===== config.mk =====
export PLATFORM = sky130hd
export DESIGN_NAME = md5_feeder_flat
export DESIGN_NICKNAME = d
export VERILOG_FILES = /design/src/rtl/md5_pkg.sv /design/src/rtl/md5_feeder_if.sv /design/src/rtl/md5_pad_byte_gen.sv /design/src/rtl/md5_feeder.sv /design/src/flat_wrapper.sv
export SDC_FILE = /design/constraint.sdc
export NUM_CORES = 1
export LEC_CHECK = 0
export BUFFER_PORTS_ARGS = -buffer_cell sky130_fd_sc_hd__buf_4
export CAP_MARGIN = 25
export CORE_ASPECT_RATIO = 2
export CORE_MARGIN = 8
export CORE_UTILIZATION = 60
export DETAILED_ROUTE_END_ITERATION = 10
export GPL_TIMING_DRIVEN = 0
export PLACE_DENSITY = 0.86
export SETUP_SLACK_MARGIN = 0.15
export SKIP_CTS_REPAIR_TIMING = 1
export SYNTH_ARGS = -nofsm -noshare
export SYNTH_HDL_FRONTEND = slang
export SYNTH_SLANG_ARGS = --single-unit

===== constraint.sdc =====
create_clock -name clk -period 30.2 [get_ports clk]
set_input_delay 6.04 -clock clk [delete_from_list [all_inputs] [get_ports clk]]
set_output_delay 6.04 -clock clk [all_outputs]
set_load 0.01 [all_outputs]

===== src/rtl/md5_pkg.sv =====
// Shared types and constants for the md5 front-end: FSM state encoding and
// MD5 padding geometry.
package md5_pkg;

    typedef enum logic [2:0] {
        StIdle,
        StNewtext,
        StFill,
        StPad,
        StLoad,
        StWait
    } md5_state_e;

    localparam logic [7:0]  MD5_PAD_BYTE = 8'h80;
    localparam int unsigned MD5_LEN_POS  = 56;
    localparam int unsigned MD5_BEATS    = 4;

endpackage


===== src/rtl/md5_feeder_if.sv =====
// Byte-stream input and md5 core-facing signals of md5_feeder.
// master = the feeder itself, slave = the surrounding producer/core side.
interface md5_feeder_if;

    logic         din_valid_i;
    logic [7:0]   din_i;
    logic         din_last_i;
    logic         din_ready_o;
    logic         newtext_o;
    logic         load_o;
    logic [127:0] data_o;
    logic         core_ready_i;
    logic         busy_o;
    logic         done_o;

    modport master (
        input  din_valid_i,
        input  din_i,
        input  din_last_i,
        input  core_ready_i,
        output din_ready_o,
        output newtext_o,
        output load_o,
        output data_o,
        output busy_o,
        output done_o
    );

    modport slave (
        output din_valid_i,
        output din_i,
        output din_last_i,
        output core_ready_i,
        input  din_ready_o,
        input  newtext_o,
        input  load_o,
        input  data_o,
        input  busy_o,
        input  done_o
    );

endinterface


===== src/rtl/md5_pad_byte_gen.sv =====
// Selects the MD5 padding byte for a block position: 0x80 marker first, then
// zeros, then the little-endian 64-bit message bit length in positions 56..63.
module md5_pad_byte_gen
    import md5_pkg::*;
(
    input  logic [5:0]  pos,
    input  logic        sent80,
    input  logic        len_ok,
    input  logic [63:0] bit_len,
    output logic [7:0]  pad_byte
);

    always_comb begin
        pad_byte = 8'h00;
        if (!sent80) begin
            pad_byte = MD5_PAD_BYTE;
        end else if (len_ok && (pos >= 6'(MD5_LEN_POS))) begin
            pad_byte = bit_len[{pos[2:0], 3'b000} +: 8];
        end
    end

endmodule


===== src/rtl/md5_feeder.sv =====
// Packs a byte stream into padded 512-bit MD5 blocks, delivered as four 128-bit
// load beats per block. Optional macro MD5_FEEDER_EMPTY_EN adds msg_empty_i.
module md5_feeder
    import md5_pkg::*;
#(
    parameter int unsigned LEN_W = 32
) (
    input logic          clk,
    input logic          reset,
`ifdef MD5_FEEDER_EMPTY_EN
    input logic          msg_empty_i,
`endif
    md5_feeder_if.master bus
);

    md5_state_e   state_q, state_d;
    logic [127:0] beat_q, beat_d;
    logic [3:0]   byte_idx_q, byte_idx_d;
    logic [1:0]   beat_idx_q, beat_idx_d;
    logic [LEN_W-1:0] byte_cnt_q, byte_cnt_d;
    logic         pad_mode_q, pad_mode_d;
    logic         sent80_q, sent80_d;
    logic         len_ok_q, len_ok_d;
    logic         empty_q, empty_d;

    logic         newtext_q, load_q, din_ready_q, busy_q, done_q, done_d;
    logic [127:0] data_q;

    logic         start_empty;
    logic [5:0]   pos;
    logic [63:0]  bit_len;
    logic         len_now;
    logic [7:0]   pad_byte;
    logic         wr_en;
    logic [7:0]   wr_byte;
    logic [6:0]   wr_off;

`ifdef MD5_FEEDER_EMPTY_EN
    assign start_empty = msg_empty_i;
`else
    assign start_empty = 1'b0;
`endif

    assign pos     = {beat_idx_q, byte_idx_q};
    assign bit_len = 64'(byte_cnt_q) << 3;
    // Length field starts at 56 only if the 0x80 marker already went out earlier.
    assign len_now = len_ok_q | (sent80_q && (pos == 6'(MD5_LEN_POS)));
    // Word 0 sits in the top 32 bits; bytes are little-endian within a word.
    assign wr_off  = {~byte_idx_q[3:2], byte_idx_q[1:0], 3'b000};

    md5_pad_byte_gen u_pad_byte_gen (
        .pos      (pos),
        .sent80   (sent80_q),
        .len_ok   (len_now),
        .bit_len  (bit_len),
        .pad_byte (pad_byte)
    );

    always_comb begin
        state_d    = state_q;
        beat_d     = beat_q;
        byte_idx_d = byte_idx_q;
        beat_idx_d = beat_idx_q;
        byte_cnt_d = byte_cnt_q;
        pad_mode_d = pad_mode_q;
        sent80_d   = sent80_q;
        len_ok_d   = len_ok_q;
        empty_d    = empty_q;
        done_d     = 1'b0;
        wr_en      = 1'b0;
        wr_byte    = 8'h00;

        unique case (state_q)
            StIdle: begin
                if (start_empty) begin
                    empty_d = 1'b1;
                    state_d = StNewtext;
                end else if (bus.din_valid_i) begin
                    empty_d = 1'b0;
                    state_d = StNewtext;
                end
            end
            StNewtext: begin
                byte_cnt_d = '0;
                byte_idx_d = '0;
                beat_idx_d = '0;
                pad_mode_d = empty_q;
                sent80_d   = 1'b0;
                len_ok_d   = 1'b0;
                empty_d    = 1'b0;
                state_d    = empty_q ? StPad : StFill;
            end
            StFill: begin
                if (bus.din_valid_i) begin
                    wr_en      = 1'b1;
                    wr_byte    = bus.din_i;
                    byte_cnt_d = byte_cnt_q + LEN_W'(1);
                    if (bus.din_last_i) begin
                        pad_mode_d = 1'b1;
                    end
                    if (byte_idx_q == 4'd15) begin
                        state_d = StLoad;
                    end else if (bus.din_last_i) begin
                        state_d = StPad;
                    end
                end
            end
            StPad: begin
                wr_en    = 1'b1;
                wr_byte  = pad_byte;
                sent80_d = 1'b1;
                len_ok_d = len_now;
                if (byte_idx_q == 4'd15) begin
                    state_d = StLoad;
                end
            end
            StLoad: begin
                beat_idx_d = beat_idx_q + 2'd1;
                if (beat_idx_q == 2'(MD5_BEATS - 1)) begin
                    state_d = StWait;
                end else begin
                    state_d = pad_mode_q ? StPad : StFill;
                end
            end
            StWait: begin
                if (bus.core_ready_i) begin
                    if (len_ok_q) begin
                        done_d  = 1'b1;
                        state_d = StIdle;
                    end else if (pad_mode_q) begin
                        state_d = StPad;
                    end else begin
                        state_d = StFill;
                    end
                end
            end
            default: state_d = StIdle;
        endcase

        if (wr_en) begin
            beat_d[wr_off +: 8] = wr_byte;
            byte_idx_d          = byte_idx_q + 4'd1;
        end
    end

    always_ff @(posedge clk or posedge reset) begin
        if (reset) begin
            state_q     <= StIdle;
            beat_q      <= '0;
            byte_idx_q  <= '0;
            beat_idx_q  <= '0;
            byte_cnt_q  <= '0;
            pad_mode_q  <= 1'b0;
            sent80_q    <= 1'b0;
            len_ok_q    <= 1'b0;
            empty_q     <= 1'b0;
            newtext_q   <= 1'b0;
            load_q      <= 1'b0;
            din_ready_q <= 1'b0;
            busy_q      <= 1'b0;
            done_q      <= 1'b0;
            data_q      <= '0;
        end else begin
            state_q     <= state_d;
            beat_q      <= beat_d;
            byte_idx_q  <= byte_idx_d;
            beat_idx_q  <= beat_idx_d;
            byte_cnt_q  <= byte_cnt_d;
            pad_mode_q  <= pad_mode_d;
            sent80_q    <= sent80_d;
            len_ok_q    <= len_ok_d;
            empty_q     <= empty_d;
            // Outputs are registered from the next state so they track state_q exactly.
            newtext_q   <= (state_d == StNewtext);
            load_q      <= (state_d == StLoad);
            din_ready_q <= (state_d == StFill);
            busy_q      <= (state_d != StIdle);
            done_q      <= done_d;
            data_q      <= (state_d == StLoad) ? beat_d : '0;
        end
    end

    assign bus.din_ready_o = din_ready_q;
    assign bus.newtext_o   = newtext_q;
    assign bus.load_o      = load_q;
    assign bus.data_o      = data_q;
    assign bus.busy_o      = busy_q;
    assign bus.done_o      = done_q;

endmodule


===== src/flat_wrapper.sv =====
// flat-port wrapper written by rule: the top's interface ports become plain ports
module md5_feeder_flat import md5_pkg::*;
#(
    parameter int unsigned LEN_W = 32
)
  (clk, reset, bus_din_valid_i, bus_din_i, bus_din_last_i, bus_core_ready_i, bus_din_ready_o, bus_newtext_o, bus_load_o, bus_data_o, bus_busy_o, bus_done_o);
  md5_feeder_if bus_i ();
  input logic clk;
  input logic reset;
  input wire logic [$bits(bus_i.din_valid_i)-1:0] bus_din_valid_i;
  input wire logic [$bits(bus_i.din_i)-1:0] bus_din_i;
  input wire logic [$bits(bus_i.din_last_i)-1:0] bus_din_last_i;
  input wire logic [$bits(bus_i.core_ready_i)-1:0] bus_core_ready_i;
  output wire logic [$bits(bus_i.din_ready_o)-1:0] bus_din_ready_o;
  output wire logic [$bits(bus_i.newtext_o)-1:0] bus_newtext_o;
  output wire logic [$bits(bus_i.load_o)-1:0] bus_load_o;
  output wire logic [$bits(bus_i.data_o)-1:0] bus_data_o;
  output wire logic [$bits(bus_i.busy_o)-1:0] bus_busy_o;
  output wire logic [$bits(bus_i.done_o)-1:0] bus_done_o;
  assign bus_i.din_valid_i = bus_din_valid_i;
  assign bus_i.din_i = bus_din_i;
  assign bus_i.din_last_i = bus_din_last_i;
  assign bus_i.core_ready_i = bus_core_ready_i;
  assign bus_din_ready_o = bus_i.din_ready_o;
  assign bus_newtext_o = bus_i.newtext_o;
  assign bus_load_o = bus_i.load_o;
  assign bus_data_o = bus_i.data_o;
  assign bus_busy_o = bus_i.busy_o;
  assign bus_done_o = bus_i.done_o;
  md5_feeder #(.LEN_W(LEN_W)) u_core (.clk(clk), .reset(reset), .bus(bus_i));
endmodule

==> impl_metrics.toml, run 1 <==
[floorplan]
dieArea_um2 = 24900
initial_utilization = 0.607
floorplan.io_pins = 146
die_width_um = 116
std_cell_rows = 73
core_area_um2 = 19600
die_height_um = 215

[clock_tree]
ctsLongestPathBuffers = 3
clk_latency_ns = 0.53
numClockSinks = 305
tritoncts_clock_tree = "done"
clk_pin_slew_worst_paths_ns = 0.07
cts_made_buffers = 24
htree_levels = 1
cts_root_buffer = "clkbuf_16"

[finish]
design.final.nets = 1231
layout_common_cells = "305 x dfrtp_1, 223 x nor2_1, 152 x buf_4"
n_antenna_cell = 0
stdcell_area_um2 = 14200
post_route_cells_drive_above_1_share = 0.240
finalCoreUtilization = 0.725
layout-area-overhead-vs-synth_pct = 19.6
mostFrequentLayoutCell = "dfrtp_1"

[pwr]
power_density_over_the_cells_nw_per_um2 = 91.6
p_leak_nw = 6.78
share_comb_of_total_power = 0.316
power_report.internal_total_w = 0.000852
clkPwrFrac = 0.257
peak_ir_drop_on_the_vdd_network_uv = 76.2
switching_share = 0.346
seq_power_share = 0.428
power.switching_w = 0.000452

[worst_setup_path]
path_class = "in2reg"
r2r-start = "u_core.byte_idx_q[1]"
worst_ep_required_time_ns = 30.56
critical_path_peak_fanout = 10
timing.reg2reg.worst_path_depth = 10
crit_path_end_kind = "flop"
cp-startpoint = "bus_din_valid_i"
cp_arrival_ns = 7.92
regToRegEndpoint = "u_core.beat_q[60]"
startpoint_type = "input port"
rrSetupSlack_ns = 27.16

[routing]
routedWlPerCell_um = 19.4
drt_first_pass_iters = 5
drt-initial-drc-count = 622
drt_drc_violations_left = 0
ant_nets = 0
detail_route.wirelength_um = 29000
vias_per_cell = 5.84
dr_total_vias = 8729

[timing]
hold_viol_final = 0
finalSetupViolCount = 0
period_needed_ns = 7.55
finalSetupTns_ns = 0
layout_worst_path_cycle_share = 0.250
achievable-frequency_ghz = 0.132
fin_worst_skew_ns = 0.0140
final_max_slew_viol_count = 0
grt_setup_unrepaired = "false"
max_slew_margin = 0.531
timing_worst_slew_pin_value_ns = 0.704

[global_route]
globalRoute.totalOverflow = 0
wire_length_of_the_first_global_routing_pass_um = 46300
first_global_vias = 8983
groute.usage.overall = 0.234
number_of_antenna_violations_at_the_first_check_in_global_routing = 0
grt_start_max_net_pins = 146

[logic_synthesis]
synth-seq-area-share = 0.641
synthesis.nets = 1058
synth_cell_types = 73
post_synth.cell_area_avg_um2 = 11.4
synth-warning-count = 0
edff_count_synth = 0
syn_inst = 1041
synthFlopType = "dfrtp_1"
post_synth_instance_area_um2 = 11900
postSynthRegisterBits = 305
async_reset_ff_frac = 1.00

[place]
dpl.hpwl_um = 19700
placement.io_buffers = 145
detailed_place.area_um2 = 13400
finalWeightedCongestion = 0.915

[job]
max_cap_viol_count = 0

[min_path]
worst_hold_startpoint = "u_core.beat_q[77]"
min_path_cells = 1
min_delay_worst_endpoint = "u_core.bus.data_o[77]"
hold_path.class = "reg2reg"

[status]
run_status = "complete, no violations"
## synth_stat cells (4+ instances only)
cell	number	area [um^2]
dfrtp_1	305	7630
nor2_1	223	837
a21oi_1	125	626
a211oi_1	33	248
buf_2	29	145
nand2_1	24	90.1
inv_1	23	86.3
xor2_1	20	175
clkbuf_1	19	71.3
nand3_1	17	85.1
nand4_1	16	100
o21ai_0	16	80.1
and2_1	13	81.3
mux2_2	11	124
mux2i_1	11	110
nor2_2	11	68.8
o21a_1	11	82.6
nor2b_1	9	56.3
buf_6	8	90.1
buf_4	7	52.6
nor3_1	7	35.0
and3_1	6	37.5
or3_1	6	37.5
a211oi_2	5	62.6
a22oi_1	5	37.5
mux4_2	5	113
xnor2_1	5	43.8
a21oi_2	4	35.0
ha_1	4	50.1
## power groups by stage
stage | Combinational (W) | Clock [W] | Sequential, W
finish | 0.000412 | 0.000335 | 0.000558
global route | 0.000448 | 0.000355 | 0.000566
CTS | 0.000406 | 0.000339 | 0.000556
detailed placement | 0.000400 | 0 | 0.000563
global placement | 0.000378 | 0 | 0.000559
floorplan | 0.000287 | 0 | 0.000558
## registers in the layout, summed over array words and instances (netlist names)
name	cells
u_core.beat_idx_q	2
u_core.byte_cnt_q	32
u_core.bus.data_o	128
u_core.bus.newtext_o	1
u_core.bus.din_ready_o	1
u_core.bus.load_o	1
u_core.state_q	3
u_core.pad_mode_q	1
u_core.beat_q	128
u_core.byte_idx_q	4
u_core.sent80_q	1
u_core.bus.busy_o	1
u_core.bus.done_o	1
u_core.len_ok_q	1
## per-stage QoR
step,power (W),cells,hold slack (ns),setup WS [ns]
finish,0.00130,1494,0.478,22.65
CTS,0.00130,1494,0.479,22.69
detailed placement,0.000963,1450,0.462,22.18
global placement,0.000937,1448,0.466,13.40
floorplan,0.000845,1041,0.449,15.73
global route,0.00137,1494,0.504,22.55
## critical path, cell delays in order
cell and delay (ns):
buf_4 0.14, nor2_1 0.17, nor2_1 0.13, nand2_1 0.19
clkbuf_1 0.52, clkbuf_1 0.51, o2111ai_1 0.19
## worst max path at each step
stage                                       end  slack (ns)
final                         u_core.bus.busy_o       22.65
after global routing          u_core.bus.busy_o       22.55
after detailed placement      u_core.bus.busy_o       22.18
after CTS                     u_core.bus.busy_o       22.69
after floorplan            u_core.beat_idx_q[0]       15.73
after global placement    u_core.bus.data_o[96]       13.40
## final cells by class
type	count	area, um^2
flip-flops and latches	305	7630
inverters	24	97.6
clock buffers	32	671
plain buffers	65	368
repair buffers	147	1140
multi-input cells	647	3820
clock inverters	12	184
well taps	262	328
fillers	1302	5390
## layer usage
layer / track usage / share of wire / vias up
li1: - / - / 3896
met1: 0.290 / 0.38 / 4339
met2: 0.397 / 0.50 / 419
met3: 0.0393 / 0.077 / 75
met4: 0.0875 / 0.034 / 0
met5: 0 / 0 / -
## logic make-up (layout without fill, tap and decap cells)
family | after synthesis | in the layout | share of synthesized area
buffers and inverters | 89 | 280 | 0.0384
flip-flops | 305 | 305 | 0.641
AO/OA/AOI/OAI | 225 | 225 | 0.121
XOR/XNOR | 25 | 25 | 0.0184
adder cells (fa/ha/maj) | 4 | 4 | 0.00420
multiplexers | 27 | 27 | 0.0291
AND/OR/NAND/NOR | 366 | 366 | 0.148
(Power assumes the default switching activity.)
==> inputs of run 2 (changes only) <==
- CORE_UTILIZATION: 60 -> 52
- PLACE_DENSITY: 0.86 -> 0.79
- clock period: 30.2 -> 6.4 ns (I/O delays scaled with it)
==> run 2 against run 1 <==
Net effect: final cell count up 1.4%; first-iteration DRC count up 21%; core utilization is 9.0 points lower; die area grew 14%; clock power increased to 5.0 times the previous value; non-clock buffer count up 5; wire length up 6.6%; highest routed layer unchanged; critical path depth is 3 higher; cell area increased by 0.93%.
==> impl_metrics.toml, run 2 (same netlist as run 1, synthesis figures left out) <==
[place]
detailed_place.area_um2 = 13500
placement.io_buffers = 145
dpl.cell_count = 1473
dpl.hpwl_um = 22000
finalWeightedCongestion = 0.939

[finish]
mostFrequentLayoutCell = "dfrtp_1"
n_antenna_cell = 0
layout.cells.non_filler = 1515
layout-area-overhead-vs-synth_pct = 20.7
finalCoreUtilization = 0.635
post_route_cells_drive_above_1_share = 0.245
stdcell_area_um2 = 14400
layout_common_cells = "305 x dfrtp_1, 223 x nor2_1, 152 x buf_4"
design.final.nets = 1237

[routing]
routedWlPerCell_um = 20.4
wl_met1_um = 10500
detail_route.wirelength_um = 30900
topRoutingLayerUsed = "met4"
met3WireLength_um = 1760
drt-initial-drc-count = 750
wl_met2_um = 16700
drt_drc_violations_left = 0
drt_first_pass_iters = 5
vias_per_cell = 5.77
dr_total_vias = 8737
ant_nets = 0

[worst_setup_path]
path_cells = "buf_2 > buf_2 > inv_1 > ha_1 > nand2b_1 > a211o_1 > nor2b_1 > nor2_2 > buf_2 > a21oi_1"
worst_path_max_delay_cell = "nor2_2"
cp-startpoint = "u_core.byte_idx_q[1]"
startpoint_type = "flop"
path_buf_inv = 4
worst_path_most_repeated_cell = "buf_2"
cp_slowest_stage_delay_ns = 0.51
regToRegEndpoint = "u_core.beat_q[86]"
cp_arrival_ns = 3.47
critical_path_peak_fanout = 10
rrSetupSlack_ns = 3.32
worst_ep_required_time_ns = 6.79
path_depth = 10
setup.worst_path.end = "u_core.beat_q[86]"
cp_top_family = "buffers and inverters"
crit_path_end_kind = "flop"
path_class = "reg2reg"
r2r-start = "u_core.byte_idx_q[1]"
timing.reg2reg.worst_path_depth = 10

[pwr]
p_leak_nw = 6.83
peak_ir_drop_on_the_vdd_network_uv = 276
power_density_over_the_cells_nw_per_um2 = 434

[clock_tree]
ctsLongestPathBuffers = 3
tritoncts_clock_tree = "done"
clk_latency_ns = 0.54
clk_pin_slew_worst_paths_ns = 0.07
htree_levels = 1
numClockSinks = 305
cts_made_buffers = 25
cts_root_buffer = "clkbuf_16"

[global_route]
grt_start_max_net_pins = 50
groute.usage.overall = 0.223
first_global_vias = 9305
wire_length_of_the_first_global_routing_pass_um = 49300
globalRoute.totalOverflow = 0
number_of_antenna_violations_at_the_first_check_in_global_routing = 0

[timing]
fin_worst_skew_ns = 0.0123
achievable-frequency_ghz = 0.325
timing_worst_slew_pin_value_ns = 0.686
layout_worst_path_cycle_share = 0.481
hold_viol_final = 0
final_max_slew_viol_count = 0
finalSetupViolCount = 0
max_slew_margin = 0.542
grt_setup_unrepaired = "false"
period_needed_ns = 3.08

[floorplan]
floorplan.io_pins = 146
core_area_um2 = 22600
die_height_um = 230
std_cell_rows = 78
initial_utilization = 0.526
die_width_um = 123
dieArea_um2 = 28300

[min_path]
min_path_cells = 2
hold_path.class = "reg2reg"

[job]
max_cap_viol_count = 0

[status]
run_status = "complete, no violations"
[run 2: worst min-delay path: cells and delay by family, from the launching register on]
kind	cells	cell delay, ns
DFF	1	0.32
and+or+nand+nor	2	0.12
[run 2: cell type report]
class,count,area [um^2]
Timing Repair Buffer,152,1230
Multi-Input combinational cell,647,3820
Fill cell,1737,8260
Tap cell,280,350
Clock inverter,14,226
Buffer,65,368
Inverter,24,93.8
Sequential cell,305,7630
Clock buffer,28,657
[run 2: routing by layer]
layer / GRT usage / up-vias
li1: - / 3909
met1: 0.232 / 4312
met2: 0.405 / 381
met3: 0.0277 / 135
met4: 0.142 / 0
met5: 0 / -
[run 2: power by group]
| part | total (W) | leakage (nW) | internal [W] | switching, W |
|---|---|---|---|---|
| sequential | 0.00263 | 3.99 | 0.00243 | 0.000205 |
| combinational | 0.00195 | 2.40 | 0.000689 | 0.00126 |
| clock | 0.00166 | 0.436 | 0.000978 | 0.000681 |
[run 2: worst min path at each step]
stage          slack [ns]               endpoint         startpoint
2_1_floorplan        0.45  u_core.bus.data_o[75]  u_core.beat_q[75]
3_3_place_gp         0.46  u_core.bus.data_o[92]  u_core.beat_q[92]
3_5_place_dp         0.47  u_core.bus.data_o[64]  u_core.beat_q[64]
4_1_cts              0.49  u_core.bus.data_o[64]  u_core.beat_q[64]
5_1_grt              0.50  u_core.bus.data_o[77]  u_core.beat_q[77]
6_report             0.48  u_core.bus.data_o[64]  u_core.beat_q[64]
[run 2: stage by stage]
step / TNS (ns) / setup slack (ns) / hold WS, ns / power, W
after floorplan: 0 / 1.06 / 0.449 / 0.00399
after global placement: -103.77 / -0.375 / 0.460 / 0.00446
after detailed placement: 0 / 2.86 / 0.468 / 0.00456
after CTS: 0 / 3.37 / 0.487 / 0.00625
after global routing: 0 / 3.16 / 0.504 / 0.00657
final: 0 / 3.32 / 0.481 / 0.00624
